File: src/rtl/cas_lock_pkg.sv
// Shared types and elaboration helpers for the sequential CAS-Lock wrapper.
package cas_lock_pkg;

  typedef enum logic [1:0] {
    EMPTY   = 2'd0,
    LOADING = 2'd1,
    ARMED   = 2'd2
  } lock_state_e;

  // Number of key-load beats needed to fill the key register.
  function automatic int n_beats(input int key_w, input int load_w);
    return key_w / load_w;
  endfunction

  // Legal configuration: at least two chain inputs, whole beats, one key half per chain.
  function automatic bit cfg_ok(input int n_in, input int key_w, input int load_w);
    return (n_in >= 2) && (load_w > 0) && ((key_w % load_w) == 0) && (key_w == 2 * n_in);
  endfunction

endpackage

File: src/rtl/cas_chain.sv
// One cascaded AND/OR chain over the key-XORed protected inputs.
module cas_chain
  import cas_lock_pkg::*;
#(
  parameter int              N_IN     = 32,
  parameter logic [N_IN-1:0] PAT      = 32'hFFFF_0000,
  parameter logic [N_IN-1:0] INV_MASK = '0
) (
  input  logic [N_IN-1:0] in_data,
  input  logic [N_IN-1:0] key,
  output logic            acc
);

  logic [N_IN-1:0] x;
  logic            acc_v;

  // Fold the per-input terms left to right; stage i is OR when PAT[i] is set, else AND.
  always_comb begin
    x     = in_data ^ key ^ INV_MASK;
    acc_v = x[0] & x[1];
    for (int i = 2; i < N_IN; i++) begin
      acc_v = PAT[i] ? (acc_v | x[i]) : (acc_v & x[i]);
    end
    acc = acc_v;
  end

endmodule

File: src/rtl/cas_lock_seq.sv
// Sequential CAS-Lock wrapper: serial key load, two cascaded chains, flipped output
// with valid/ready handshakes and a saturating oracle-query counter.
module cas_lock_seq
  import cas_lock_pkg::*;
#(
  parameter int              N_IN       = 32,
  parameter int              KEY_W      = 2 * N_IN,
  parameter int              LOAD_W     = 8,
  parameter logic [N_IN-1:0] CHAIN_PAT  = 32'hFFFF_0000,
  parameter logic [N_IN-1:0] INV_MASK_A = '0,
  parameter logic [N_IN-1:0] INV_MASK_B = '0,
  parameter int              CNT_W      = 16
) (
  input  logic              clk,
  input  logic              rst,
  input  logic              key_clear,
  input  logic              key_load_valid,
  output logic              key_load_ready,
  input  logic [LOAD_W-1:0] key_load_data,
  output logic              key_armed,
  input  logic              in_valid,
  output logic              in_ready,
  input  logic [N_IN-1:0]   in_data,
  input  logic              orig_bit,
  output logic              out_valid,
  input  logic              out_ready,
  output logic              out_bit,
  output logic [CNT_W-1:0]  query_cnt
);

  localparam int N_BEATS = n_beats(KEY_W, LOAD_W);
  localparam int BEAT_W  = (N_BEATS > 1) ? $clog2(N_BEATS) : 1;

  if (!cfg_ok(N_IN, KEY_W, LOAD_W)) begin : g_bad_cfg
    $error("cas_lock_seq: need N_IN >= 2, KEY_W == 2*N_IN and KEY_W a multiple of LOAD_W");
  end

  lock_state_e        state_q, state_d;
  logic [BEAT_W-1:0]  beat_cnt_q;
  logic [KEY_W-1:0]   key_q;
  logic               beat_acc;
  logic               q_acc;
  logic               last_beat;
  logic               acc_a, acc_b;
  logic               casop_p0;
  logic               vld_p1;
  logic               bit_p1;
  logic [CNT_W-1:0]   cnt_q;

  assign last_beat = (beat_cnt_q == BEAT_W'(N_BEATS - 1));
  assign beat_acc  = key_load_valid & key_load_ready;
  assign q_acc     = in_valid & in_ready;

  // State register.
  always_ff @(posedge clk) begin
    if (rst) state_q <= EMPTY;
    else     state_q <= state_d;
  end

  // Next state and handshake outputs; key_clear overrides everything.
  always_comb begin
    state_d        = state_q;
    key_load_ready = 1'b0;
    key_armed      = 1'b0;
    in_ready       = 1'b0;
    case (state_q)
      EMPTY, LOADING: begin
        key_load_ready = ~key_clear;
        if (key_load_valid && !key_clear) state_d = last_beat ? ARMED : LOADING;
      end
      ARMED: begin
        key_armed = 1'b1;
        in_ready  = ~key_clear & (~vld_p1 | out_ready);
      end
      default: state_d = EMPTY;
    endcase
    if (key_clear) state_d = EMPTY;
  end

  // Beat counter and key register: beat k lands at key[k*LOAD_W +: LOAD_W].
  always_ff @(posedge clk) begin
    if (rst || key_clear) begin
      beat_cnt_q <= '0;
      key_q      <= '0;
    end else if (beat_acc) begin
      beat_cnt_q <= last_beat ? '0 : beat_cnt_q + BEAT_W'(1);
      for (int b = 0; b < N_BEATS; b++) begin
        if (beat_cnt_q == BEAT_W'(b)) key_q[b*LOAD_W +: LOAD_W] <= key_load_data;
      end
    end
  end

  // ---- stage p0: combinational chain evaluation of the offered query ----
  cas_chain #(
    .N_IN     (N_IN),
    .PAT      (CHAIN_PAT),
    .INV_MASK (INV_MASK_A)
  ) u_chain_a (
    .in_data (in_data),
    .key     (key_q[N_IN-1:0]),
    .acc     (acc_a)
  );

  cas_chain #(
    .N_IN     (N_IN),
    .PAT      (CHAIN_PAT),
    .INV_MASK (INV_MASK_B)
  ) u_chain_b (
    .in_data (in_data),
    .key     (key_q[KEY_W-1:N_IN]),
    .acc     (acc_b)
  );

  assign casop_p0 = acc_a & ~acc_b;

  // ---- stage p1: registered result, held while the consumer stalls ----
  always_ff @(posedge clk) begin
    if (rst || key_clear) begin
      vld_p1 <= 1'b0;
      bit_p1 <= 1'b0;
    end else if (q_acc) begin
      vld_p1 <= 1'b1;
      bit_p1 <= orig_bit ^ casop_p0;
    end else if (out_ready) begin
      vld_p1 <= 1'b0;
    end
  end

  // Saturating count of accepted queries; survives key_clear.
  always_ff @(posedge clk) begin
    if (rst)                                  cnt_q <= '0;
    else if (q_acc && cnt_q != {CNT_W{1'b1}}) cnt_q <= cnt_q + CNT_W'(1);
  end

  assign out_valid = vld_p1;
  assign out_bit   = bit_p1;
  assign query_cnt = cnt_q;

endmodule
File: config.mk
export PLATFORM = sky130hd
export DESIGN_NAME = cas_lock_seq
export DESIGN_NICKNAME = d
export VERILOG_FILES = /design/src/rtl/cas_lock_pkg.sv /design/src/rtl/cas_chain.sv /design/src/rtl/cas_lock_seq.sv
export SDC_FILE = /design/constraint.sdc
export NUM_CORES = 1
export LEC_CHECK = 0
export ABC_AREA = 1
export ABC_CLOCK_PERIOD_IN_PS = 4150
export CORE_AREA = 2 2 100 102
export DETAILED_ROUTE_END_ITERATION = 7
export DIE_AREA = 0 0 102 104
export PLACE_DENSITY = 0.73
export SLEW_MARGIN = 20
export SYNTH_ARGS = -nofsm -noshare
export SYNTH_HDL_FRONTEND = slang
export SYNTH_SLANG_ARGS = --single-unit
File: constraint.sdc
create_clock -name clk -period 4.15 [get_ports clk]
set_input_delay 0.415 -clock clk [delete_from_list [all_inputs] [get_ports clk]]
set_output_delay 0.415 -clock clk [all_outputs]
set_load 0.02 [all_outputs]
==> results.toml <==
[worst_setup_path]
critPathKind = "input pin to primary output"
end_kind = "primary output"
rr_startpoint = "state_q[1]"
worstReg2RegEnd = "key_q[9]"
crit_end = "in_ready"
crit_top_cell = "clkdlybuf4s50_1"
required_ps = 3730
crit_fanout = 3
max_stage_delay_ps = 640
critical_path.cell_chain = "clkdlybuf4s50_1, nor3_2, clkdlybuf4s50_1"
ff2ff_path_depth = 6
cpMaxStageDelayCell = "clkdlybuf4s50_1"
startpoint = "key_clear"
critPathLaunchType = "input pin"
critPathArrivalTime_ps = 1770
r2r_setup_slack_ps = 2230

[yosys]
ys_seq_elements = 87
synth_ff_type = "dfxtp_1"
syn_nets = 736
async_flop_share = 0
syn_inst = 682
seq_area_frac_synth = 0.382
yosysTopAreaCell = "dfxtp_1"
synthTopCellsByArea = "dfxtp_1, nand2_1, inv_1"
yosys.cell_types.count = 32
yosysWarningCount = 0
syn_area_per_cell_um2 = 6.68
syn_area_um2 = 4560
synth_top_area_share = 0.382
synth_edf_count = 0

[placed_design]
hpwl_um = 7820
io_buffer_count = 67
gp_congestion = 0.840

[final_layout]
nNetsFinal = 798
area_growth_pct = 21.5
diodes = 0
mostFrequentLayoutCells = "nand2_1, inv_1, dfxtp_1"
drive_gt1_frac = 0.0588
layout_commonest_cell = "nand2_1"

[cts]
cts_sinks = 87
cts_hold_buf = 0
cts_max_level = 3
cts-root-buf = "clkbuf_8"
insertion_delay_ps = 350
cts_tree = "yes"
cts_resized = 0
clk_pin_slew_ps = 80
clk_path_buf_depth = 2
cts_buffers = 9
post_cts_buffers = 0

[global_route]
grt-ovfl-total = 0
grt_pass1_vias = 4148
antenna_found_initial = 0
grtUsageTotal = 0.214
grt_start_max_net_pins = 39
grt_pass1_wl_um = 18500

[floorplanning]
die_w_um = 102
initial_core_util = 0.477
io_pins = 68
row_count = 36
die-area_um2 = 10600
core_region_area_um2 = 9550
die_height_um = 104

[power]
seqPwrFrac = 0.498
p_leak_nw = 2.16
power_frac_comb = 0.098
ir_worst_vdd_mv = 0.136
p_int_mw = 1.30
p_sw_mw = 0.393
power.density_nw_per_um2 = 306
pwr-share-clk = 0.404
netSwitchingFraction = 0.232

[timing]
timing.final.crit_share = 0.527
final.setup_skew_ps = 8.40
hold_violations = 0
rsz0062_at_grt = "no"
setup-tns-final_ps = 0
max_slew.worst_pin.slew_ps = 958
fmax_mhz = 458
whs_ps = 463
fin_crit_ps = 2190
finalSetupViolations = 0
slew_headroom = 0.360
slew_violations = 0

[route]
firstDrtPassIters = 4
ant_nets = 0
route.detailed.drc = 0
dr_total_vias = 4237
drtIter0Drc = 214
routed_wl_um = 10600
vias_per_cell = 4.81
post_drt_wl_per_cell_um = 12.1

[min_path]
holdPathStages = 2
hold_path.startpoint = "key_q[10]"
min_path_type = "register to register"

[run_status]
outcome = "completed"

[job]
cap_violations = 0
routing by layer:
metal | global-route usage | share of wire | vias up
li1 | - | - | 2244
met3 | 0.0383 | 0.053 | 12
met4 | 0.0581 | 0.012 | 0
met5 | 0 | 0 | -
met1 | 0.284 | 0.45 | 1884
met2 | 0.356 | 0.48 | 97
state kept, by name, summed over array words and instances, names as in the netlist:
| signal | count |
|---|---|
| out_bit | 1 |
| state_q | 2 |
| beat_cnt_q | 3 |
| query_cnt | 16 |
| out_valid | 1 |
| key_q | 64 |
power groups by stage:
stage | Sequential (mW) | Combinational, mW | Clock (mW)
global route | 0.844 | 0.189 | 0.727
finish | 0.843 | 0.167 | 0.684
CTS | 0.843 | 0.167 | 0.693
floorplan | 0.862 | 0.0831 | 0
global placement | 0.862 | 0.162 | 0
detailed placement | 0.863 | 0.166 | 0
layout make-up:
cell class	instances	area (um^2)
Fill cell	927	4010
Multi-Input combinational cell	468	2290
Sequential cell	87	1740
Timing Repair Buffer	68	691
Inverter	110	419
Tap cell	133	166
Clock buffer	12	165
Clock inverter	3	65.1
kinds of logic after synthesis:
group | synth area share
AND/OR/NAND/NOR | 0.281
AO/OA/AOI/OAI | 0.159
buffers and inverters | 0.116
flip-flops | 0.382
XOR/XNOR | 0.0423
adder cells (fa/ha/maj) | 0.0192
cell usage after synthesis (4+ instances only):
cell	number
inv_1	106
ha_1	7
nor2_1	75
xor2_1	5
nand2_1	177
a21oi_1	69
dfxtp_1	87
clkbuf_1	8
nand3_1	16
o21ai_0	65
o21ai_1	8
nor2_4	4
buf_2	5
xnor2_1	17
nand2_2	4
how the worst min path moves through the flow:
stage | endpoint | slack [ps]
4_1_cts | key_q[10] | 460
3_5_place_dp | key_q[10] | 450
3_3_place_gp | key_q[40] | 440
5_1_grt | key_q[10] | 480
2_1_floorplan | key_q[35] | 440
6_report | key_q[10] | 460
through the flow:
stage          power, mW  setup slack (ps)  std cells  instance area [um^2]  utilization
6_report            1.69              1960        881                  5540        0.580
5_1_grt             1.76              1760        881                  5540        0.580
4_1_cts             1.70              1950        881                  5540        0.580
3_5_place_dp        1.03              1710        866                  5310        0.556
3_3_place_gp        1.02              1770        866                  5310        0.556
2_1_floorplan      0.945              2460        682                  4560            -
critical path: cells and delay by family:
family        cells  cell delay (ps)
simple gates      1              250
buf+inv           2             1100
(Power assumes the default switching activity.)
